$ cat src/rtl/otter_mmio_pkg.sv
// Shared types and constants for the OTTER MMIO bridge.
// Optional build macro used by the bridge: OTTER_MMIO_SYNC_EN.
package otter_mmio_pkg;

   // Bridge transaction state
   typedef enum logic [1:0] {
      ST_IDLE = 2'd0,
      ST_WAIT = 2'd1,
      ST_DONE = 2'd2
   } state_t;

   // Byte distance between consecutive channel words
   localparam int WORD_STRIDE = 4;

   // Value the read register takes when a peripheral never acknowledges
   localparam logic [31:0] TIMEOUT_RDATA = 32'h0;

   // Width of a channel index; a single channel still needs one bit
   function automatic int ch_width(input int n);
      return (n > 1) ? $clog2(n) : 1;
   endfunction

endpackage

$ cat src/rtl/otter_mmio_bridge_if.sv
// Hart data-memory port as seen by the MMIO bridge.
// The hart drives the request side (master); the bridge answers (slave).
interface otter_mmio_bridge_if;
   logic [31:0] dmem_addr;
   logic [31:0] dmem_w_data;
   logic [3:0]  dmem_w_strb;
   logic        dmem_w_en;
   logic        dmem_r_en;
   logic [31:0] dmem_r_data;
   logic        dmem_stall;

   modport master (
      output dmem_addr, dmem_w_data, dmem_w_strb, dmem_w_en, dmem_r_en,
      input  dmem_r_data, dmem_stall
   );

   modport slave (
      input  dmem_addr, dmem_w_data, dmem_w_strb, dmem_w_en, dmem_r_en,
      output dmem_r_data, dmem_stall
   );
endinterface

$ cat src/rtl/otter_mmio_sync.sv
// Two-flop synchronizer of configurable width, cleared to 0 on reset.
// Only instantiated by the bridge when OTTER_MMIO_SYNC_EN is defined.
module otter_mmio_sync #(
   parameter int WIDTH = 1
) (
   input  logic             clk,
   input  logic             rst_n,
   input  logic [WIDTH-1:0] d,
   output logic [WIDTH-1:0] q
);

   logic [WIDTH-1:0] meta_reg;

   // Two register stages between the foreign domain and the bridge logic
   always_ff @(posedge clk or negedge rst_n) begin
      if (!rst_n) begin
         meta_reg <= '0;
         q        <= '0;
      end else begin
         meta_reg <= d;
         q        <= meta_reg;
      end
   end

endmodule

$ cat src/rtl/otter_mmio_bridge.sv
// OTTER MMIO bridge: decodes a window of NUM_CH word-sized channels at
// IO_BASE, keeps byte-merged output latches, pulses per-channel strobes,
// waits for an acknowledge with a timeout and stalls the hart meanwhile.
// Build macro OTTER_MMIO_SYNC_EN: when defined, io_ack/io_in pass through
// a two-flop synchronizer before use.
module otter_mmio_bridge
   import otter_mmio_pkg::*;
#(
   parameter logic [31:0] IO_BASE = 32'h0001_0000,
   parameter int          NUM_CH  = 4,
   parameter int          TIMEOUT = 15
) (
   input  logic                   clk,
   input  logic                   rst_n,
   otter_mmio_bridge_if.slave     dmem,
   output logic [32*NUM_CH-1:0]   io_out,
   output logic [NUM_CH-1:0]      io_wr,
   output logic [NUM_CH-1:0]      io_rd,
   input  logic [32*NUM_CH-1:0]   io_in,
   input  logic [NUM_CH-1:0]      io_ack,
   output logic [NUM_CH-1:0]      io_err
);

   localparam int          CH_W     = ch_width(NUM_CH);
   localparam int          CNT_W    = $clog2(TIMEOUT + 1);
   localparam logic [31:0] WIN_SIZE = 32'(WORD_STRIDE * NUM_CH);

   state_t              state_reg, state_next;
   logic [CH_W-1:0]     lat_ch_reg;
   logic                lat_wr_reg;
   logic [CNT_W-1:0]    cnt_reg;
   logic [31:0]         rdata_reg;

   logic [31:0]         offset;
   logic                in_window;
   logic                hit;
   logic [CH_W-1:0]     hit_ch;
   logic [NUM_CH-1:0]   hit_dec;
   logic [NUM_CH-1:0]   lat_dec;
   logic                accept;
   logic                in_wait;
   logic                ack_sel;
   logic                timeout_hit;
   logic                cnt_sat;
   logic [31:0]         in_sel;

   logic [NUM_CH-1:0]   ack_use;
   logic [32*NUM_CH-1:0] in_use;

   // Address decode; the two low address bits drop out of the channel index
   assign offset    = dmem.dmem_addr - IO_BASE;
   assign in_window = (dmem.dmem_addr >= IO_BASE) && (offset < WIN_SIZE);
   assign hit       = in_window && (dmem.dmem_w_en || dmem.dmem_r_en);
   assign hit_ch    = offset[CH_W+1:2];

`ifdef OTTER_MMIO_SYNC_EN
   otter_mmio_sync #(.WIDTH(NUM_CH)) u_ack_sync (
      .clk   (clk),
      .rst_n (rst_n),
      .d     (io_ack),
      .q     (ack_use)
   );

   otter_mmio_sync #(.WIDTH(32*NUM_CH)) u_in_sync (
      .clk   (clk),
      .rst_n (rst_n),
      .d     (io_in),
      .q     (in_use)
   );
`else
   assign ack_use = io_ack;
   assign in_use  = io_in;
`endif

   // Channel decoders for the incoming request and the latched channel
   for (genvar gi = 0; gi < NUM_CH; gi++) begin : g_dec
      assign hit_dec[gi] = (hit_ch == CH_W'(gi));
      assign lat_dec[gi] = (lat_ch_reg == CH_W'(gi));
   end

   assign in_wait     = (state_reg == ST_WAIT);
   assign ack_sel     = |(ack_use & lat_dec);
   assign timeout_hit = (cnt_reg == CNT_W'(TIMEOUT - 1));
   assign cnt_sat     = (cnt_reg == CNT_W'(TIMEOUT));

   // Select the latched channel's read data
   always_comb begin
      in_sel = '0;
      for (int i = 0; i < NUM_CH; i++) begin
         if (lat_dec[i]) in_sel = in_sel | in_use[32*i +: 32];
      end
   end

   // State register
   always_ff @(posedge clk or negedge rst_n) begin
      if (!rst_n) state_reg <= ST_IDLE;
      else        state_reg <= state_next;
   end

   // Next state, hart stall and hart read data
   always_comb begin
      state_next        = state_reg;
      accept            = 1'b0;
      dmem.dmem_stall   = 1'b0;
      dmem.dmem_r_data  = '0;
      case (state_reg)
         ST_IDLE: begin
            if (hit) begin
               accept          = 1'b1;
               dmem.dmem_stall = 1'b1;
               state_next      = ST_WAIT;
            end
         end
         ST_WAIT: begin
            dmem.dmem_stall = 1'b1;
            if (ack_sel || timeout_hit) state_next = ST_DONE;
         end
         ST_DONE: begin
            dmem.dmem_r_data = rdata_reg;
            state_next       = ST_IDLE;
         end
         default: state_next = ST_IDLE;
      endcase
   end

   // Latch the transaction, run the timeout counter, capture read data
   always_ff @(posedge clk or negedge rst_n) begin
      if (!rst_n) begin
         lat_ch_reg <= '0;
         lat_wr_reg <= 1'b0;
         cnt_reg    <= '0;
         rdata_reg  <= '0;
      end else if (accept) begin
         lat_ch_reg <= hit_ch;
         lat_wr_reg <= dmem.dmem_w_en;
         cnt_reg    <= '0;
      end else if (in_wait) begin
         if (ack_sel) begin
            if (!lat_wr_reg) rdata_reg <= in_sel;
         end else begin
            if (!cnt_sat) cnt_reg <= cnt_reg + 1'b1;
            if (timeout_hit) rdata_reg <= TIMEOUT_RDATA;
         end
      end
   end

   // One-cycle strobes in the first WAIT cycle; a write beats a read
   always_ff @(posedge clk or negedge rst_n) begin
      if (!rst_n) begin
         io_wr <= '0;
         io_rd <= '0;
      end else begin
         io_wr <= (accept &&  dmem.dmem_w_en) ? hit_dec : '0;
         io_rd <= (accept && !dmem.dmem_w_en) ? hit_dec : '0;
      end
   end

   // Per-channel output latch and sticky timeout flag
   for (genvar gi = 0; gi < NUM_CH; gi++) begin : g_ch
      logic [31:0] out_reg;
      logic        err_reg;

      // Merge only the strobed byte lanes on an accepted write
      always_ff @(posedge clk or negedge rst_n) begin
         if (!rst_n) begin
            out_reg <= '0;
         end else if (accept && dmem.dmem_w_en && hit_dec[gi]) begin
            for (int b = 0; b < 4; b++) begin
               if (dmem.dmem_w_strb[b]) out_reg[8*b +: 8] <= dmem.dmem_w_data[8*b +: 8];
            end
         end
      end

      // Set on timeout, cleared by a completed acknowledge on this channel
      always_ff @(posedge clk or negedge rst_n) begin
         if (!rst_n) begin
            err_reg <= 1'b0;
         end else if (in_wait && lat_dec[gi]) begin
            if (ack_sel)          err_reg <= 1'b0;
            else if (timeout_hit) err_reg <= 1'b1;
         end
      end

      assign io_out[32*gi +: 32] = out_reg;
      assign io_err[gi]          = err_reg;
   end

endmodule

$ cat src/flat_wrapper.sv
// flat-port wrapper written by rule: the top's interface ports become plain ports
module otter_mmio_bridge_flat import otter_mmio_pkg::*;
#(
   parameter logic [31:0] IO_BASE = 32'h0001_0000,
   parameter int          NUM_CH  = 4,
   parameter int          TIMEOUT = 15
)
  (clk, rst_n, io_out, io_wr, io_rd, io_in, io_ack, io_err, dmem_dmem_addr, dmem_dmem_w_data, dmem_dmem_w_strb, dmem_dmem_w_en, dmem_dmem_r_en, dmem_dmem_r_data, dmem_dmem_stall);
  otter_mmio_bridge_if dmem_i ();
  input  logic clk;
  input  logic rst_n;
  output logic [32*NUM_CH-1:0] io_out;
  output logic [NUM_CH-1:0] io_wr;
  output logic [NUM_CH-1:0] io_rd;
  input  logic [32*NUM_CH-1:0] io_in;
  input  logic [NUM_CH-1:0] io_ack;
  output logic [NUM_CH-1:0] io_err;
  input wire logic [$bits(dmem_i.dmem_addr)-1:0] dmem_dmem_addr;
  input wire logic [$bits(dmem_i.dmem_w_data)-1:0] dmem_dmem_w_data;
  input wire logic [$bits(dmem_i.dmem_w_strb)-1:0] dmem_dmem_w_strb;
  input wire logic [$bits(dmem_i.dmem_w_en)-1:0] dmem_dmem_w_en;
  input wire logic [$bits(dmem_i.dmem_r_en)-1:0] dmem_dmem_r_en;
  output wire logic [$bits(dmem_i.dmem_r_data)-1:0] dmem_dmem_r_data;
  output wire logic [$bits(dmem_i.dmem_stall)-1:0] dmem_dmem_stall;
  assign dmem_i.dmem_addr = dmem_dmem_addr;
  assign dmem_i.dmem_w_data = dmem_dmem_w_data;
  assign dmem_i.dmem_w_strb = dmem_dmem_w_strb;
  assign dmem_i.dmem_w_en = dmem_dmem_w_en;
  assign dmem_i.dmem_r_en = dmem_dmem_r_en;
  assign dmem_dmem_r_data = dmem_i.dmem_r_data;
  assign dmem_dmem_stall = dmem_i.dmem_stall;
  otter_mmio_bridge #(.IO_BASE(IO_BASE), .NUM_CH(NUM_CH), .TIMEOUT(TIMEOUT)) u_core (.clk(clk), .rst_n(rst_n), .dmem(dmem_i), .io_out(io_out), .io_wr(io_wr), .io_rd(io_rd), .io_in(io_in), .io_ack(io_ack), .io_err(io_err));
endmodule
$ cat config.mk
export PLATFORM = sky130hd
export DESIGN_NAME = otter_mmio_bridge_flat
export DESIGN_NICKNAME = d
export VERILOG_FILES = /design/src/rtl/otter_mmio_pkg.sv /design/src/rtl/otter_mmio_bridge_if.sv /design/src/rtl/otter_mmio_sync.sv /design/src/rtl/otter_mmio_bridge.sv /design/src/flat_wrapper.sv
export SDC_FILE = /design/constraint.sdc
export NUM_CORES = 1
export LEC_CHECK = 0
export ABC_AREA = 1
export BUFFER_PORTS_ARGS = -buffer_cell sky130_fd_sc_hd__buf_2
export CORE_MARGIN = 3
export CORE_UTILIZATION = 30
export DETAILED_ROUTE_END_ITERATION = 16
export PLACE_DENSITY = 0.54
export SYNTH_ARGS = -nofsm -noshare
export SYNTH_HDL_FRONTEND = slang
export SYNTH_SLANG_ARGS = --single-unit
$ cat constraint.sdc
create_clock -name clk -period 1.9 [get_ports clk]
set_clock_uncertainty 0.05 [all_clocks]
set_input_delay 0.19 -clock clk [delete_from_list [all_inputs] [get_ports clk]]
set_output_delay 0.19 -clock clk [all_outputs]
set_load 0.02 [all_outputs]
-- Word-level counts from Yosys, hierarchy flattened
Cells that the tools add are included.
- add/subtract/negate cells: 2
- multipliers: 0
- div/mod/pow operators: 0
- $lt $le $gt $ge: 2
- equality and inequality tests: 15
- shift operators: 0
- muxes and demuxes: 22
- bitwise logic cells: 5
- reduce and logical (&&, ||, !) cells: 44
- operators by type and width (cell ; number):
    32-bit 2-to-1 mux ; 8
    32-bit bitwise OR ; 3
    2-bit AND reduction ; 21
    32-bit by 17-bit greater-or-equal comparator with 1-bit output (second input constant) ; 1
    32-bit by 5-bit < comparator with 1-bit output (second input constant) ; 1
    32-bit by 17-bit subtractor with 32-bit output (second input constant) ; 1
    4-bit 2-to-1 mux ; 6
    1-bit logical AND ; 12
    2-bit == test (second input constant) ; 5
    4-bit == test (second input constant) ; 2
    2-bit by 1-bit == test with 1-bit output (second input constant) ; 3
    2-bit zero test ; 3
    2-bit by 1-bit inequality test with 1-bit output (second input constant) ; 3
    4-bit by 1-bit adder with 4-bit output (second input constant) ; 1
    4-bit bitwise AND ; 1
    1-bit 2-to-1 mux ; 4
    2-bit 2-to-1 mux ; 2
    2-bit inequality test (second input constant) ; 2
    2-bit one-hot mux with 2 select lines ; 1
    4-bit AND reduction ; 1
    2-bit nonzero test ; 2
    4-bit OR reduction ; 1
    3-bit AND reduction ; 1
    1-bit logical OR ; 2
    other kinds (3) ; 3
- register bits: 181
- bits in latches: 0
- bits in writable memories: 0
- ROM bits: 0
- bits of input ports: 204
- output and inout bits: 173
- logic and storage cells: 117
- memories kept: 0

-- Logic depth before layout (Yosys ltp)
- depth after elaboration: 10
- depth in mapped cells: 12
- gate-level depth less buffers: 11

-- Worst setup path after synthesis
Ideal clock, no wire load.
- path kind: register to output
- from: reg u_core.state_reg[1]
- to: out dmem_dmem_stall
- data arrival time: 1.782 ns
- data required time: 1.660 ns
- path slack: -0.122 ns
- cell stages (with the launch flop): 12
- path buffers: 2
- path through: dfrtp_1 -> nor2_1 -> nand2_1 -> nor2_1 -> nand3_1 -> nor2_1 -> nand3_1 -> nor2_4 -> buf_12 -> buf_8 -> inv_1 -> a21oi_1
- longest elaborated chain between the ends: 2
- elaborated cells between the ends (all ways): 3
- classes of those cells: 1 x eq/ne; 1 x mux; 1 x reduce/logical
- ends and longest elaborated chain (item ; line ; text):
    from (decl) ; otter_mmio_bridge.sv:28 ; state_t state_reg, state_next;
    from (signal assigned) ; otter_mmio_bridge.sv:97 ; else state_reg <= state_next;
    2-bit by 1-bit == test with 1-bit output or 2-bit zero test (tied branches) ; otter_mmio_bridge.sv:106 ; case (state_reg)
    1-bit one-hot mux with 2 select lines * ; otter_mmio_bridge.sv:106 ;
    to (decl) ; flat_wrapper.sv:24 ; output wire logic [$bits(dmem_i.dmem_stall)-1:0] dmem_dmem_stall;
Mark *: on every way between the ends. The rest lies on a longest branch, timed or not.

-- Final worst setup path
- from: reg u_core.state_reg[0]
- to: out dmem_dmem_stall
The elaborated chain is that of the path after synthesis.

==> flow_summary_export.csv <==
group,metric,value,unit
sta,setup_tns,-21.20,ns
floorplanning,ios,377,
synthesis,yosys_warnings,0,
worst_setup_path,endpoint,"dmem_dmem_stall",
placement,globalplace.congestion,0.822,
outcome,status,"finished, violations left",
global_routing,grt_use_total,20.3,%
clock_tree,cts_tree,"done",
synthesis,synth_most_common_cell,"nand2_1",
worst_setup_path,required,1.66,ns
global_routing,grt_pass1_vias,9308,
sta,timing.fmax,457,MHz
synthesis,avgSynthCellArea,8.01,sq um
synthesis,syn_area,0.00890,sq mm
drt,viasPerCell,4.88,
floorplanning,dieHeight,178,um
pwr,p_per_area,602,mW/mm^2
synthesis,synth.distinct_cells,31,
clock_tree,clock_sinks,181,
clock_tree,clk_pin_slew,0.09,ns
placement,place_hpwl,23800,um
worst_setup_path,path_class,"reg -> out",
cells_and_area,design_area,0.0136,sq mm
floorplanning,fp.dieW,178,um
drt,drc,0,
clock_tree,htreeDepth,4,
floorplanning,start_util,30.7,%
drt,drtAntennaViolNets,0,
sta,fin_crit_sh,115,%
clock_tree,cts_buffers,17,
sta,period_minus_slack,2.19,ns
synthesis,synthCells,1111,
worst_setup_path,r2r-start,"u_core.state_reg[0]",
clock_tree,root_buffer,"clkbuf_16",
placement,dpl_cell_area,0.0116,sq mm
placement,io_buffer_count,374,
global_routing,grt-ovfl-total,0,
placement,placed_cells,1861,
cells_and_area,largest_reg_flops,128,
clock_tree,clk_latency,0.43,ns
synthesis,synth_top_area_share,50.9,%
sta,relSlewSlack,64.6,%
synthesis,synth_common_cells,"398 x nand2_1, 181 x dfrtp_1, 148 x nand4_1",
worst_setup_path,worstSetupStartpointType,"flop",
clock_tree,cts_buffer_depth,2,
worst_setup_path,reg2regPathDepth,14,
cells_and_area,layout.cells.non_filler,1970,
sta,rsz0062_at_grt,"yes",
run,maxCapViolations,0,
sta,tightest_slew,0.530,ns
sta,setup_viol,133,
synthesis,synth_edf_count,0,
global_routing,antenna_found_initial,4,
floorplanning,num_rows,62,
drt,routed_wl,35200,um
sta,setup_ws,-0.289,ns
synthesis,async_reset_ff_share,100,%
drt,vias,9609,
synthesis,ys_seq_area_share,50.9,%
cells_and_area,synthToLayoutAreaGrowth,53.4,%
cells_and_area,final_core_util,47.2,%
worst_setup_path,worst-path-max-fanout,2,
worst_hold_path,min_from,"dmem_dmem_w_data[26]",
pwr,ir_worst_vdd,0.502,mV
sta,finalMaxSlewViolations,0,
floorplanning,dieArea,0.0318,sq mm
global_routing,grt_pass1_wl,50700,um
worst_setup_path,rr_endpoint,"u_core.g_ch[1].out_reg[13]",
drt,drt_iter0_markers,638,
sta,finalHoldViolations,0,
synthesis,yosys-top-cells-area,"dfrtp_1 51%, nand2_1 17%, nand4_1 10%, nor2_1 3.9%, inv_1 3.4%",
cells_and_area,nNetsFinal,1777,
synthesis,synth_top_cell_by_area,"dfrtp_1",
synthesis,synth_seq_cells,181,
pwr,leakagePower,7.62,nW
floorplanning,placeableCoreArea,0.0289,sq mm
worst_setup_path,worstSetupEndpointType,"output port",
worst_setup_path,crit_arrival,1.95,ns
worst_hold_path,hp-class,"in -> reg",
synthesis,synthFlopType,"dfrtp_1",
cells_and_area,drive_above_1_share,36.0,%
global_routing,grt_max_degree,65,
worst_setup_path,crit_path_start,"u_core.state_reg[0]",
synthesis,syn_nets,1317,
outcome,violations,"negative setup slack",
pwr,p_total,0.00821,W
drt,wire_per_inst,17.9,um
worst_setup_path,ff2ff_setup_slack,-0.22,ns
drt,drtPass1Iterations,5,
==> metal layers <==
| layer | GRT usage [%] | share of wire [%] | wire length [um] | vias up |
|---|---|---|---|---|
| met1 | 25.2 | 40 | 14200 | 4524 |
| met3 | 6.36 | 9.0 | 3190 | 61 |
| met5 | 0 | 0.060 | 21 | - |
| met2 | 33.7 | 48 | 16900 | 410 |
| li1 | - | - | - | 4610 |
| met4 | 6.66 | 2.6 | 932 | 4 |
==> critical path, stage by stage (launching register included) <==
cell	delay (ns)
dfrtp_1	0.39
nor2_1	0.12
nand2_1	0.06
nor2_1	0.09
nand3_1	0.10
nor2_1	0.13
nand3_2	0.11
nor2_4	0.11
buf_6	0.11
inv_4	0.03
a21oi_4	0.12
buf_6	0.14
==> worst min-delay path by stage <==
stage	end	slack [ns]	cells after the start
after detailed placement	u_core.g_ch[2].out_reg[11]	0.16	1
after global placement	u_core.g_ch[2].out_reg[11]	0.16	1
final	u_core.g_ch[2].out_reg[26]	0.02	3
after floorplan	u_core.cnt_reg[0]	-0.16	0
after CTS	u_core.g_ch[1].out_reg[26]	0.006	3
after global routing	u_core.g_ch[2].out_reg[26]	0.02	3
==> per-stage QoR <==
stage	hold WS, ns	setup slack, ns
after floorplan	-0.156	-0.0136
after global placement	0.160	-0.141
after detailed placement	0.164	-0.178
after CTS	0.00595	-0.365
after global routing	0.0165	-0.455
final	0.0233	-0.289
==> cell usage in the layout, fill, tap and decap left out, drive strengths merged <==
cell / n
nand4: 156
nor2: 97
nand3: 39
o22ai: 2
o211ai: 21
o31ai: 1
or2: 2
a21oi: 8
o21a: 1
o21ai: 35
nor3: 2
ha: 2
nand2: 399
clkinv: 12
dfrtp: 181
dlygate4sd3: 32
buf: 469
a31oi: 4
clkinvlp: 2
xor2: 1
inv: 86
clkbuf: 32
diode: 2
==> repair_timing <==
action,CTS,global route
gates cloned,9,19
resized for setup,34,62
pin swaps,8,23
hold buffers,32,0
setup buffers,8,11
endpoints found under the setup margin,153,206
endpoints found under the hold margin,142,0
==> kinds of logic (layout without fill, tap and decap cells) <==
logic type / Yosys count / after routing / synth area share, %
compound gates: 72 / 72 / 4.87
xor+xnor: 1 / 1 / 0.0985
fa+ha+maj: 2 / 2 / 0.281
buf+inv: 160 / 633 / 7.88
flops: 181 / 181 / 50.9
other cells: 0 / 2 / 0
simple gates: 695 / 695 / 36.0
==> cell type report <==
class,instances,area (sq um)
fillers,2827,15300
flip-flops and latches,181,4530
repair buffers,516,3860
multi-input cells,770,3820
well taps,384,480
clock buffers,17,425
inverters,85,329
clock inverters,15,193
diodes,2,5.00
==> where the power goes <==
part           switching [W]  internal, W  total (W)
registers         0.00000124      0.00385    0.00385
logic               0.000401     0.000278   0.000680
clock network        0.00186      0.00182    0.00368
(Power assumes the default switching activity.)
